<file path="src/rtl/fpcvt_arb.sv">
// Round-robin front end sharing one external FPCVT converter between N_REQ requesters.
// Grants one operand, captures the converter's S/E/F one cycle later, holds it until consumed.
//
// state | meaning
// IDLE  | no transaction; grant the round-robin winner if any req is set
// CONV  | cvt_d holds the granted operand; capture S/E/F at the next edge
// HOLD  | response valid; wait for rsp_ready, optionally granting the next winner
module fpcvt_arb #(
  parameter int N_REQ = 4
) (
  input  logic                clk,
  input  logic                rst_n,
  input  logic [N_REQ-1:0]    req,
  input  logic [12*N_REQ-1:0] din,
  output logic [N_REQ-1:0]    gnt,
  output logic [11:0]         cvt_d,
  input  logic                cvt_s,
  input  logic [2:0]          cvt_e,
  input  logic [3:0]          cvt_f,
  output logic                rsp_valid,
  output logic [1:0]          rsp_id,
  output logic                rsp_s,
  output logic [2:0]          rsp_e,
  output logic [3:0]          rsp_f,
  input  logic                rsp_ready,
  output logic                busy
);

  typedef enum logic [1:0] {
    IDLE = 2'd0,
    CONV = 2'd1,
    HOLD = 2'd2
  } state_t;

  state_t      state_q, state_d;
  logic [1:0]  ptr_q, ptr_d;
  logic [1:0]  id_q, id_d;
  logic [11:0] cvt_d_q, cvt_d_d;
  logic        rsp_valid_q, rsp_valid_d;
  logic [1:0]  rsp_id_q, rsp_id_d;
  logic        rsp_s_q, rsp_s_d;
  logic [2:0]  rsp_e_q, rsp_e_d;
  logic [3:0]  rsp_f_q, rsp_f_d;

  logic        found;
  logic [1:0]  win;
  logic [1:0]  win_nxt;
  logic [11:0] win_op;
  logic        grant_en;
  logic        take;

  // Search starts at ptr_q and wraps; first asserted requester wins.
  always_comb begin
    int idx;
    found = 1'b0;
    win   = '0;
    idx   = 0;
    for (int k = 0; k < N_REQ; k++) begin
      idx = ((int'(ptr_q) + k) >= N_REQ) ? (int'(ptr_q) + k - N_REQ) : (int'(ptr_q) + k);
      if (!found && req[idx]) begin
        found = 1'b1;
        win   = idx[1:0];
      end
    end
  end

  assign win_nxt  = (int'(win) == N_REQ - 1) ? 2'd0 : win + 2'd1;
  assign win_op   = din[12*win +: 12];
  // rst_n gates the strobe so nothing is accepted while reset is held.
  assign grant_en = rst_n && ((state_q == IDLE) || ((state_q == HOLD) && rsp_ready));
  assign take     = grant_en && found;
  assign gnt      = take ? (N_REQ'(1) << win) : '0;

  always_comb begin
    state_d     = state_q;
    ptr_d       = ptr_q;
    id_d        = id_q;
    cvt_d_d     = cvt_d_q;
    rsp_valid_d = rsp_valid_q;
    rsp_id_d    = rsp_id_q;
    rsp_s_d     = rsp_s_q;
    rsp_e_d     = rsp_e_q;
    rsp_f_d     = rsp_f_q;

    case (state_q)
      IDLE: begin
        if (take) begin
          cvt_d_d = win_op;
          id_d    = win;
          ptr_d   = win_nxt;
          state_d = CONV;
        end
      end
      CONV: begin
        rsp_s_d     = cvt_s;
        rsp_e_d     = cvt_e;
        rsp_f_d     = cvt_f;
        rsp_id_d    = id_q;
        rsp_valid_d = 1'b1;
        state_d     = HOLD;
      end
      HOLD: begin
        if (rsp_ready) begin
          rsp_valid_d = 1'b0;
          if (take) begin
            cvt_d_d = win_op;
            id_d    = win;
            ptr_d   = win_nxt;
            state_d = CONV;
          end else begin
            state_d = IDLE;
          end
        end
      end
      default: state_d = IDLE;
    endcase
  end

  always_ff @(posedge clk or negedge rst_n) begin
    if (!rst_n) begin
      state_q     <= IDLE;
      ptr_q       <= '0;
      id_q        <= '0;
      cvt_d_q     <= '0;
      rsp_valid_q <= 1'b0;
      rsp_id_q    <= '0;
      rsp_s_q     <= 1'b0;
      rsp_e_q     <= '0;
      rsp_f_q     <= '0;
    end else begin
      state_q     <= state_d;
      ptr_q       <= ptr_d;
      id_q        <= id_d;
      cvt_d_q     <= cvt_d_d;
      rsp_valid_q <= rsp_valid_d;
      rsp_id_q    <= rsp_id_d;
      rsp_s_q     <= rsp_s_d;
      rsp_e_q     <= rsp_e_d;
      rsp_f_q     <= rsp_f_d;
    end
  end

  assign cvt_d     = cvt_d_q;
  assign rsp_valid = rsp_valid_q;
  assign rsp_id    = rsp_id_q;
  assign rsp_s     = rsp_s_q;
  assign rsp_e     = rsp_e_q;
  assign rsp_f     = rsp_f_q;
  assign busy      = (state_q != IDLE);

endmodule

</file>
<file path="config.mk">
export PLATFORM = sky130hd
export DESIGN_NAME = fpcvt_arb
export DESIGN_NICKNAME = d
export VERILOG_FILES = /design/src/rtl/fpcvt_arb.sv
export SDC_FILE = /design/constraint.sdc
export NUM_CORES = 1
export LEC_CHECK = 0
export CAP_MARGIN = 20
export CORE_UTILIZATION = 55
export DETAILED_ROUTE_END_ITERATION = 10
export DONT_BUFFER_PORTS = 1
export PLACE_DENSITY = 0.67
export SYNTH_ARGS = -nofsm -noshare
export SYNTH_HDL_FRONTEND = slang
export SYNTH_SLANG_ARGS = --single-unit
</file>
<file path="constraint.sdc">
create_clock -name clk -period 2.3 [get_ports clk]
set_input_delay 0.115 -clock clk [delete_from_list [all_inputs] [get_ports clk]]
set_output_delay 0.115 -clock clk [all_outputs]
set_load 0.05 [all_outputs]
</file>
# Word level (Yosys, flattened, before mapping)
# Index checks and enable logic that the tools add are counted.
dict set report word_totals {
  reg_bits 29
  inputBits 63
  output_inout_bits 28
  word_cells 91
}
dict set report op_classes {
  add_sub_neg 8
  mul 1
  n_lt_le_gt_ge 8
  eq_ne 5
  shift 2
  n_mux 41
  reduce_logical 17
}
# operator n
set op_table {}
lappend op_table {{$lt 32x4->1 const B} 4}
lappend op_table {{$mux 32} 4}
lappend op_table {{$ge 32x4->1 const B} 3}
lappend op_table {{$sub 32x4->32 const B} 3}
lappend op_table {{$shiftx 48x7->12} 1}
lappend op_table {{$mux 12} 2}
lappend op_table {{$pmux 12 s2} 1}
lappend op_table {{$mux 2} 11}
lappend op_table {{$mux 1} 14}
lappend op_table {{$bmux 1 s2} 4}
lappend op_table {{$pmux 2 s2} 2}
lappend op_table {{$add 2x2->3 const B} 2}
lappend op_table {{$logic_and 1x1->1} 6}
lappend op_table {{$pmux 2 s3} 1}
lappend op_table {{$reduce_and 2->1} 3}
lappend op_table {{$reduce_bool 2->1} 3}
lappend op_table {{$eq 2x1->1 const B} 2}
lappend op_table {{$mul 2x2->4 const A} 1}
lappend op_table {{$mux 4} 1}
lappend op_table {{$ne 2x2->1 const B} 2}
lappend op_table {{$shl 1x2->4 const A} 1}
lappend op_table {{$sub 2x3->4 const B} 1}
lappend op_table {{$add 2x1->3 const B} 1}
lappend op_table {{$ge 2x3->1 const B} 1}
lappend op_table {{other kinds (6)} 8}

# Depth between registers and ports, before layout
# Gate-level depths: netlist of the first run.
dict set report logic_depth {
  word_depth 20
  depth_mapped 8
  depth_no_buf 7
}

# Worst setup path after synthesis of the first run
# Ideal clock, no wire load.
dict set report synth_path {
  path_kind {register -> output}
  from {register ptr_q[1]}
  to {output port gnt[1]}
  t_arrival_ns 2.139
  slack_ns 0.046
  path_stages_with_launch 5
  n_path_buf 0
  cell_sequence {dfrtp_1 a21boi_0 a2bb2oi_1 nand2_1 nor3_1}
}
dict set report synth_between {
  elab_chain_len 17
  elab_cells_between_ends 44
  cone_classes {add/sub (7); order compare (4); shift (1); mux (25); reduce/logical (7)}
}
# item line
set synth_lines {}
lappend synth_lines {{from (decl)} 36} ;# logic [1:0] ptr_q, ptr_d;
lappend synth_lines {{from (signal assigned)} 132} ;# ptr_q <= ptr_d;
lappend synth_lines {{parallel branches: the longest is 16 deep, another holds $sub 32x4->32} -}
lappend synth_lines {{$mux 4 *} 72} ;# assign gnt = take ? (N_REQ'(1) << win) : '0;
lappend synth_lines {{to (decl)} 15} ;# output logic [N_REQ-1:0] gnt,
# Mark *: on every way between the ends. The select of a mux whose other input is x is not followed.

# Final worst setup path of the first run
dict set report layout_path {
  from {register ptr_q[1]}
  to {output port gnt[3]}
}
# Same word-level chain as after synthesis.

==> summary.md, run 1 <==
| Metric | Value |
|---|---|
| Outcome | finished clean |
| Max incr delay on CP | 0.46 ns |
| Port-buffer cells | 0 |
| Clk network pwr share | 0.117 |
| RSZ-0062 raised after global routing | no |
| Max cap viols | 0 |
| DIE HEIGHT | 55.6 um |
| Startpoint types | flip-flop |
| Hold path depth | 2 |
| Layout area overhead | 23.5% |
| Leading area contributor after synthesis | dfrtp_1 |
| Die area | 0.00309 sq mm |
| Grt ovf | 0 |
| Avg Inst Size Synth | 10.4 sq um |
| First-pass GRT wire length | 6330 um |
| Crit path capture type | primary output |
| Reg area | 726 sq um |
| P_int | 0.00121 W |
| Bufs on Longest Clock Path | 2 |
| Clock Sinks | 29 |
| Power Dens Cells | 1370 mW/mm^2 |
| Top post-synthesis cells by area | dfrtp_1, a32o_1, mux2_2, a211o_1, a21oi_1 |
| Crit-path cells | mux2i_1 -> a2bb2oi_1 -> nand2_1 -> clkinv_4 -> ha_1 -> and2_1 -> buf_12 |
| CTS tree | yes |
| Starting Density | 0.578 |
| HPWL after detailed placement | 2650 um |
| Arr. time, crit path | 2.04 ns |
| Fillers | 197 |
| Async SR Flop Fraction | 1.00 |
| CTS Buf Count | 5 |
| Maximum number of pins on one net before global-route repair | 30 |
| Worst Path Max Fanout | 16 |
| Nets@finish | 244 |
| Min Tclk post-route | 2.15 ns |
| Register bit count reported by yosys | 29 |
| Worst-Margin Slew | 0.833 ns |
| Required time of the critical path | 2.18 ns |
| Post-Synthesis Cells | 152 |
| Combinational share of power | 0.305 |
| Hold Slack | 0.0278 ns |
| Net Sw Power | 0.00145 W |
| Vias in the first global route | 1405 |
| Yosys cell types | 35 |
| Clock skew | 0.00478 ns |
| CP Buf/Inv Count | 2 |
| Slowest CP cell | dfrtp_1 |
| Multi-input logic area | 793 sq um |
| Critical path class | reg2out |
| # H-tree levels | 2 |
| Antenna violations before repair | 0 |
| Routed Antenna Nets | 0 |
| Syn nets | 216 |
| # setup viols final | 0 |
| Max-slew violations | 0 |
| Routability cong. | 0.765 |
| Final hold violations | 0 |
| I/O pin cnt | 91 |
| Post-synth EDFFs | 0 |
| Pleak | 0.873 nW |
| Synth warnings | 0 |
| Core ar. | 0.00273 sq mm |
| DRT iter0 DRCs | 47 |
| Clk slew on worst S/H paths | 0.10 ns |
| R2R cell count | 5 |
| Clk_lat worst skew | 0.33 ns |
| CP Depth | 7 |
| Num rows | 19 |
| Hold WC Path Type | in2reg |
| Drt drc | 0 |
| Share of layout cells above drive strength 1 | 0.204 |
| Final Non-Filler Cells | 212 |
| Antenna cells | 0 |
| DR vias/cell | 6.43 |
| Mapped cell area | 0.00158 sq mm |
| Fmax | 464 MHz |
| Total routed wirelength | 3990 um |
| Root Buffer | clkbuf_4 |
| Switch share | 0.545 |
| Global Route Usage Sum | 0.267 |
| Max rail drop VDD | 0.886 mV |
| Flop pwr share | 0.579 |
| Final period util | 0.936 |
| Total Neg Setup Slack | 0 ns |
| Ys flop type | dfrtp_1 |
| Pre-antenna DRT Iters | 4 |
| Die W | 55.6 um |
| WL per Instance | 18.8 um |
| Via count | 1364 |
| Post-synthesis sequential area ratio | 0.460 |
| Relative slew slack | 0.445 |
| # placed instances | 182 |
| Delay-heaviest family, CP | flip-flops |
| Share of the synthesized area in the top cell type | 0.460 |
==> cells in the mapped netlist, drive strengths merged (2+ instances only) <==
cell / n
o21ai: 13
a21oi: 15
nor3: 2
a32o: 12
nand3: 13
nor2b: 4
and2: 2
buf: 7
nand2: 10
inv: 3
a211o: 12
o21bai: 2
clkbuf: 4
dfrtp: 29
mux2: 10
nand2b: 2
==> worst paths after layout <==
check	slack, ns	to	from
max reg2reg	0.43	cvt_d[10]	ptr_q[0]
min in group asynchronous	0.21	rsp_valid	rst_n
max	0.15	gnt[3]	ptr_q[1]
min reg2reg	0.48	id_q[1]	id_q[1]
max in group asynchronous	1.92	cvt_d[11]	rst_n
min	0.03	cvt_d[1]	din[13]
==> repair_timing <==
item / CTS / global route
endpoints found under the hold margin: 49 / 0
hold buffers: 22 / 0
setup buffers: 0 / 0
setup endpoints to repair: 0 / 2
gates resized for setup: 0 / 4
==> layout by cell type (no fill, tap or decap), drive strengths merged <==
cell type | Yosys | layout
o21bai | 2 | 2
mux2i | 1 | 1
a221o | 1 | 1
o31ai | 1 | 1
nor2b | 4 | 4
or2 | 1 | 1
nand2 | 10 | 10
nand3 | 13 | 13
o2bb2ai | 1 | 1
clkbuf | 4 | 5
clkinv | 1 | 3
nor2 | 1 | 1
mux2 | 10 | 10
o21ai | 13 | 13
dlygate4sd3 | 0 | 21
nand4b | 1 | 1
buf | 7 | 11
a32o | 12 | 12
nand2b | 2 | 2
a21oi | 15 | 15
clkinvlp | 0 | 1
a21boi | 1 | 1
nor3 | 2 | 2
or4 | 1 | 1
ha | 1 | 1
a211o | 12 | 12
a2bb2oi | 1 | 1
inv | 3 | 3
and2 | 2 | 2
dfrtp | 29 | 29
==> layout make-up <==
cell class                 count  area share
multi-input combinational    108       0.407
sequential                    29       0.372
timing repair buffer          32       0.163
tap                           31      0.0199
clock buffer                   5      0.0192
inverter                       4      0.0103
clock inverter                 3     0.00898
==> through the flow <==
stage	instance area, sq um	worst slack (ns)	utilization	total power [W]
finish	1950	0.147	0.714	0.00267
floorplan	1580	0.0458	-	0.00213
global route	1950	0.0180	0.714	0.00280
detailed placement	1650	0.376	0.605	0.00231
global placement	1650	0.473	0.605	0.00227
CTS	1940	0.0214	0.709	0.00266
==> registers in the layout, indices dropped and copies added (netlist names) <==
name       flops
rsp_valid      1
rsp_s          1
ptr_q          2
rsp_f          4
cvt_d         12
rsp_e          3
state_q        2
rsp_id         2
id_q           2
==> kinds of logic (layout without fill, tap and decap cells) <==
logic type      Yosys count  after routing  share of synthesized area
mux                      11             11                     0.0777
flops                    29             29                      0.460
compound gates           59             59                      0.270
simple gates             37             37                      0.138
buf+inv                  15             44                     0.0467
fa+ha+maj                 1              1                    0.00792
==> power groups by stage <==
| stage | Combinational [W] | Sequential (W) | Clock (W) |
|---|---|---|---|
| finish | 0.000813 | 0.00154 | 0.000311 |
| global route | 0.000887 | 0.00158 | 0.000340 |
| CTS | 0.000798 | 0.00154 | 0.000316 |
| detailed placement | 0.000753 | 0.00156 | 0 |
| global placement | 0.000727 | 0.00154 | 0 |
| floorplan | 0.000618 | 0.00151 | 0 |
==> per-layer routing <==
metal  share of wire  global-route usage  routed length [um]
met1            0.38               0.298                1540
met2            0.52               0.482                2070
met3           0.086              0.0698                 344
met4          0.0090               0.107                  36
met5               0                   0                   0
==> worst register-to-register path: stages (launching register included) <==
cell	delay [ns]
dfrtp_1	0.43
nor2b_1	0.20
nor2b_1	0.62
o21ai_0	0.25
a21oi_1	0.19
a211o_1	0.12
Note: power is estimated with default switching activity, not from simulation.
==> run 2, diff against run 1 <==
--- a/config.mk
+++ b/config.mk
@@ -6,6 +6,7 @@
 export NUM_CORES = 1
 export LEC_CHECK = 0
 export CAP_MARGIN = 20
+export CORE_ASPECT_RATIO = 0.8
 export CORE_UTILIZATION = 55
 export DETAILED_ROUTE_END_ITERATION = 10
 export DONT_BUFFER_PORTS = 1
==> run 2 against run 1 <==
  * Die area barely moved
  * Sequential share of layout area fell by 0.82 points
  * Total power rose by 6.1%
  * Clock skew rose by 0.0062 ns
  * Cell area rose by 2.4%
  * Non-clock buffer count did not move
  * Final cell count rose by 2.4%
  * Sequential power barely moved
  * Wire length rose by 12%
  * First-iteration DRC count rose to 3.1 times the previous value
  * Setup slack improved by 0.042 ns
  * Highest routed layer unchanged
==> summary.md, run 2 (synthesized netlist as in run 1, its figures left out) <==
| Metric | Value |
|---|---|
| Pre-antenna DRT Iters | 4 (unchanged) |
| Max-slew violations | 0 (unchanged) |
| Die W | 61.9 um (+11%) |
| DRT iter0 DRCs | 144 (+210%) |
| DIE HEIGHT | 49.9 um (-10%) |
| Startpoint types | flip-flop |
| Max cap viols | 0 (unchanged) |
| Reg area | 727 sq um (+0.17%) |
| Clk_lat worst skew | 0.33 ns (about the same) |
| Min Tclk post-route | 2.11 ns (-0.0421 ns) |
| HPWL after detailed placement | 2920 um (+10%) |
| Maximum number of pins on one net before global-route repair | 30 (unchanged) |
| Port-buffer cells | 0 (unchanged) |
| Met3 usage | 0.118 (+0.0483) |
| Total Neg Setup Slack | 0 ns (unchanged) |
| Multi-input logic area | 803 sq um (+1.3%) |
| Outcome | finished clean |
| Final Power | 0.00283 W (+6.1%) |
| Worst-Margin Slew | 0.848 ns (+0.0159 ns) |
| Root Buffer | clkbuf_4 |
| Most frequent cells in the layout | dfrtp_1, dlygate4sd3_1, a21oi_1, o21ai_0 |
| # setup viols final | 0 (unchanged) |
| Hold WC Path Type | in2reg |
| Fillers | 161 (-18%) |
| Layout area overhead | 26.5% |
| Arr. time, crit path | 2.00 ns (-0.04 ns) |
| Fmax | 474 MHz (+2.0%) |
| Hold path depth | 2 (unchanged) |
| RSZ-0062 raised after global routing | no |
| Drt drc | 0 (unchanged) |
| Gr busiest metal | met2 |
| Routability cong. | 0.781 (+2.0%) |
| Met1 GRT Util | 0.357 (+0.0592) |
| Grt ovf | 0 (unchanged) |
| DR vias/cell | 6.63 (+3.0%) |
| Vias in the first global route | 1409 (+0.28%) |
| Power Dens Cells | 1420 mW/mm^2 (+3.5%) |
| Max rail drop VDD | 1.14 mV (+28%) |
| Worst Path Max Fanout | 14 (-2) |
| Core ar. | 0.00258 sq mm (-5.5%) |
| Nets@finish | 244 (unchanged) |
| CTS Buf Count | 5 (unchanged) |
| Pleak | 0.888 nW (+1.7%) |
| Grt met2 use | 0.487 (+0.00553) |
| Final period util | 0.918 (-0.0183) |
| WL per Instance | 20.5 um (+9.2%) |
| Bufs on Longest Clock Path | 2 (unchanged) |
| Relative slew slack | 0.434 (-0.0106) |
| I/O pin cnt | 91 (unchanged) |
| Max incr delay on CP | 0.42 ns (-0.04 ns) |
| Share of layout cells above drive strength 1 | 0.227 (+0.0221) |
| Global Route Usage Sum | 0.302 (+0.0352) |
| Antenna cells | 0 (unchanged) |
| # H-tree levels | 2 (unchanged) |
| Starting Density | 0.611 (+0.0339) |
| First-pass GRT wire length | 6560 um (+3.5%) |
| CTS tree | yes |
| Die area | 0.00309 sq mm (about the same) |
| Required time of the critical path | 2.18 ns (about the same) |
| Routed Antenna Nets | 0 (unchanged) |
| Clock skew | 0.0109 ns (+0.00617 ns) |
| Final hold violations | 0 (unchanged) |
| Most common cell after layout, fill and taps aside | dfrtp_1 |
| Clock Sinks | 29 (unchanged) |
| Num rows | 16 (-3) |
| Crit-path cells | nand2b_1 -> nand4b_4 -> inv_2 -> nand3_2 -> nor2_1 -> buf_4 |
| Hold Slack | 0.0200 ns (-0.00782 ns) |
| Crit path capture type | primary output |
| R2R cell count | 8 (+3) |
| Max reg flops | 12 (unchanged) |
| Via count | 1438 (+5.4%) |
| Final Non-Filler Cells | 217 (+2.4%) |
| Slowest CP cell | dfrtp_1 |
| # placed instances | 186 (+2.2%) |
| Antenna violations before repair | 0 (unchanged) |
| Total routed wirelength | 4460 um (+12%) |
| Clk slew on worst S/H paths | 0.10 ns (about the same) |
| Critical path class | reg2out |
run 2: power by group:
group | total, W | internal (W) | switching, W
Clock | 0.000440 | 0.000259 | 0.000180
Combinational | 0.000836 | 0.000387 | 0.000449
Sequential | 0.00155 | 0.000720 | 0.000833
Total | 0.00283 | 0.00137 | 0.00146
run 2: repair_timing:
action	in CTS	in global routing
hold buffers	22	0
endpoints found under the setup margin	2	2
resized for setup	1	6
hold endpoints to repair	49	0
buffers inserted	1	0
pin swaps	1	0
run 2: metal layers:
metal | part of all wire | vias to the layer above
li1 | - | 635
met1 | 0.38 | 706
met2 | 0.49 | 89
met3 | 0.11 | 8
met4 | 0.020 | 0
met5 | 0 | -
run 2: worst paths after layout:
| path | slack, ns | end | startpoint |
|---|---|---|---|
| setup / recovery | 0.19 | gnt[2] | state_q[1] |
| min in group asynchronous | 0.25 | cvt_d[1] | rst_n |
| setup reg to reg | 0.36 | cvt_d[7] | ptr_q[1] |
| hold / removal | 0.02 | cvt_d[0] | din[12] |
| max in group asynchronous | 1.88 | ptr_q[1] | rst_n |
| hold reg to reg | 0.49 | id_q[0] | id_q[0] |
run 2: per-stage QoR:
stage | utilization | area (sq um) | setup WS [ns]
2_1_floorplan | - | 1580 | 0.0458
5_1_grt | 0.774 | 2000 | 0.0493
6_report | 0.774 | 2000 | 0.189
3_3_place_gp | 0.642 | 1660 | 0.385
4_1_cts | 0.767 | 1980 | 0.0144
3_5_place_dp | 0.642 | 1660 | 0.268
run 2: cell type report:
cell class                      count  share of cell area
Clock buffer                        7              0.0276
Clock inverter                      1              0.0150
Inverter                            4              0.0100
Multi-Input combinational cell    108               0.402
Sequential cell                    29               0.364
Tap cell                           36              0.0225
Timing Repair Buffer               32               0.159
run 2: worst max-delay path, delay by kind of cell, from the launching register on:
| family | cells | cell delay (ns) |
|---|---|---|
| flip-flops | 1 | 0.42 |
| AND/OR/NAND/NOR | 4 | 0.85 |
| buffers and inverters | 2 | 0.38 |
==> run 3, diff against run 2 <==
--- a/config.mk
+++ b/config.mk
@@ -5,6 +5,7 @@
 export SDC_FILE = /design/constraint.sdc
 export NUM_CORES = 1
 export LEC_CHECK = 0
+export ABC_AREA = 1
 export CAP_MARGIN = 20
 export CORE_ASPECT_RATIO = 0.8
 export CORE_UTILIZATION = 55
==> run 3 against run 2 <==
  * Hold slack better by 0.028 ns
  * Highest routed layer unchanged
  * Sequential share of layout area down 6.6 points
  * Global-route usage down 4.6 points
  * Cell area up 22%
  * Synthesized area up 27%
  * Clock skew down 0.0045 ns
  * Core utilization down 6.6 points
  * Critical path depth up 8
  * Critical path type unchanged
  * Maximum frequency down 3.4%
  * Critical endpoint is now gnt[3]
  * Wire length up 5.3%
  * Register-to-register slack worse by 0.08 ns
  * Synthesized cell count up 99%
==> summary.md, run 3 <==
| Metric | Value |
|---|---|
| Via count | 1884 (+31%) |
| Most frequent cells in the layout | nand2_1, nand3_1, inv_1, dfrtp_1, buf_4 |
| Clk slew on worst S/H paths | 0.07 ns (-0.03 ns) |
| Post-synthesis sequential area ratio | 0.362 (-0.0978) |
| Die W | 69.5 um (+12%) |
| Bufs on Longest Clock Path | 2 (unchanged) |
| Num rows | 19 (+3) |
| Nets@finish | 391 (+60%) |
| Core ar. | 0.00345 sq mm (+33%) |
| CP Buf/Inv Count | 3 (+1) |
| Min Tclk post-route | 2.19 ns (+0.0745 ns) |
| Share of layout cells above drive strength 1 | 0.186 (-0.0405) |
| Pre-antenna DRT Iters | 4 (unchanged) |
| Outcome | finished clean |
| Clock skew | 0.00649 ns (-0.00446 ns) |
| Reg2Reg Launch Point | ptr_q[0] |
| Max reg flops | 12 (unchanged) |
| Vias in the first global route | 1754 (+24%) |
| Routed Antenna Nets | 0 (unchanged) |
| Routability cong. | 0.901 (+15%) |
| Starting Density | 0.582 (-0.0296) |
| Top post-synthesis cells by area | dfrtp_1, nand2_1, nand3_1, inv_1, mux2_2 |
| DRT iter0 DRCs | 83 (-42%) |
| Crit path capture type | primary output |
| DR vias/cell | 5.09 (-23%) |
| Ys flop type | dfrtp_1 |
| Most common cell after layout, fill and taps aside | nand2_1 |
| First-pass GRT wire length | 7960 um (+21%) |
| Hold Slack | 0.0475 ns (+0.0276 ns) |
| Max incr delay on CP | 0.46 ns (+0.04 ns) |
| Required time of the critical path | 2.18 ns (about the same) |
| Maximum number of pins on one net before global-route repair | 30 (unchanged) |
| Final period util | 0.950 (+0.0324) |
| Avg Inst Size Synth | 6.62 sq um (-36%) |
| Leading area contributor after synthesis | dfrtp_1 |
| Drt drc | 0 (unchanged) |
| Root Buffer | clkbuf_8 |
| Post-synth EDFFs | 0 (unchanged) |
| Reg area | 727 sq um (unchanged) |
| Most common cell on crit path | nand2_1 |
| Most frequent cell after synthesis | nand2_1 |
| Hold_sp | rsp_ready |
| Startpoint types | flip-flop |
| Hold WC Path Type | in2reg |
| Worst Path Max Fanout | 6 (-8) |
| Worst R2R Setup Slack | 0.28 ns (-0.08 ns) |
| # setup viols final | 0 (unchanged) |
| Post-Synthesis Cells | 303 (+99%) |
| Antenna cells | 0 (unchanged) |
| Max-slew violations | 0 (unchanged) |
| Fillers | 314 (+95%) |
| R2R cell count | 15 (+7) |
| Yosys cell types | 24 (-31%) |
| WL per Instance | 12.7 um (-38%) |
| Arr. time, crit path | 2.07 ns (+0.07 ns) |
| Max cap viols | 0 (unchanged) |
| Fmax | 458 MHz (-3.4%) |
| # H-tree levels | 2 (unchanged) |
| Global Route Usage Sum | 0.257 (-0.0457) |
| DIE HEIGHT | 56.0 um (+12%) |
| Share of the synthesized area in the top cell type | 0.362 (-0.0978) |
| Antenna violations before repair | 0 (unchanged) |
| Worst-Margin Slew | 0.488 ns (-0.361 ns) |
| Mapped cell area | 0.00201 sq mm (+27%) |
| I/O pin cnt | 91 (unchanged) |
| CTS Buf Count | 5 (unchanged) |
| Clk_lat worst skew | 0.27 ns (-0.06 ns) |
| HPWL after detailed placement | 3230 um (+11%) |
| Critical path class | reg2out |
| Die area | 0.00389 sq mm (+26%) |
| Register bit count reported by yosys | 29 (unchanged) |
| CTS tree | yes |
| Layout area overhead | 21.6% |
| Syn nets | 367 (+70%) |
| Clock Sinks | 29 (unchanged) |
| Final hold violations | 0 (unchanged) |
| Relative slew slack | 0.675 (+0.241) |
| Async SR Flop Fraction | 1.00 (unchanged) |
| Grt ovf | 0 (unchanged) |
| RR Endpoint | cvt_d[2] |
| Crit-path cells | buf_4 -> nand2_1 -> nand2_1 -> nand2_1 -> nand2_2 -> nand2_1 -> nand2_2 -> nor2_4 -> nand2_4 -> nand2_8 -> ha_4 -> inv_1 -> nor2_2 -> buf_12 |
| Hold path depth | 3 (+1) |
| Delay-heaviest family, CP | simple AND/OR/NAND/NOR gates |
| Total routed wirelength | 4690 um (+5.3%) |
| Port-buffer cells | 0 (unchanged) |
| Slowest CP cell | dfrtp_2 |
| Hold Path End | state_q[1] |
| Multi-input logic area | 0.00106 sq mm (+31%) |
| Synth warnings | 0 (unchanged) |
| Total Neg Setup Slack | 0 ns (unchanged) |
| Synth cell count leaders | nand2_1, nand3_1, inv_1, dfrtp_1, mux2_2 |
[run 3: cell count changes after synthesis, sizes merged, moves of 6 or more]
cell   change
a211o     -12
a21oi     -15
a32o      -12
inv       +50
nand2    +114
nand3     +42
nor2       +6
o21ai      -7
[run 3: timing repair]
action	CTS	global route
setup endpoints to repair	4	4
pin swaps	0	8
hold buffers	10	0
hold endpoints to repair	37	0
gates resized for setup	5	18
buffers inserted	2	5
[run 3: how the worst max path moves through the flow]
stage | startpoint | endpoint | slack, ns | depth (start not counted)
after detailed placement | ptr_q[0] | gnt[3] | 0.14 | 14
after floorplan | ptr_q[0] | gnt[2] | 0.08 | 11
final | ptr_q[0] | gnt[3] | 0.11 | 14
after global routing | ptr_q[0] | gnt[3] | -0.01 | 14
after CTS | ptr_q[0] | gnt[3] | -0.005 | 14
after global placement | ptr_q[0] | gnt[3] | 0.19 | 14
[run 3: metrics by stage]
stage | utilization | setup slack (ns) | std cells | instance area, sq um
6_report | 0.708 | 0.115 | 370 | 2440
5_1_grt | 0.708 | -0.0127 | 370 | 2440
4_1_cts | 0.679 | -0.00468 | 365 | 2340
3_5_place_dp | 0.605 | 0.140 | 345 | 2090
3_3_place_gp | 0.605 | 0.187 | 345 | 2090
2_1_floorplan | - | 0.0777 | 303 | 2020
[run 3: final cells by class]
| class | count | area share |
|---|---|---|
| Multi-Input combinational cell | 209 | 0.433 |
| Sequential cell | 29 | 0.298 |
| Timing Repair Buffer | 29 | 0.115 |
| Inverter | 53 | 0.0836 |
| Clock buffer | 6 | 0.0338 |
| Tap cell | 42 | 0.0215 |
| Clock inverter | 2 | 0.0154 |
[run 3: routing by layer]
| layer | up-vias | routed length, um | global-route usage |
|---|---|---|---|
| met1 | 829 | 2140 | 0.333 |
| met2 | 73 | 2160 | 0.426 |
| li1 | 978 | - | - |
| met4 | 0 | 35 | 0.0554 |
| met3 | 4 | 353 | 0.0761 |
| met5 | - | 0 | 0 |
[run 3: kinds of logic after synthesis]
family,Yosys count,synth area share
AO/OA/AOI/OAI,8,0.0218
adder cells (fa/ha/maj),1,0.00624
buffers and inverters,65,0.142
flip-flops,29,0.362
multiplexers,9,0.0505
AND/OR/NAND/NOR,191,0.417
[run 3: worst reg2reg max path: stages (launching register included)]
cell     delay, ns
dfrtp_2       0.46
buf_4         0.16
nand2_1       0.06
o21ai_1       0.09
nand2_1       0.10
nand2_1       0.06
nor2_2        0.10
nand3_2       0.11
nand2_2       0.22
nor2_4        0.05
buf_4         0.13
buf_4         0.15
nand3_1       0.09
nand2_1       0.06
inv_1         0.05
nand2_1       0.04
Power of run 3 is not shown: default switching activity piles up to over one toggle a cycle in this logic, so the estimate is an artifact.
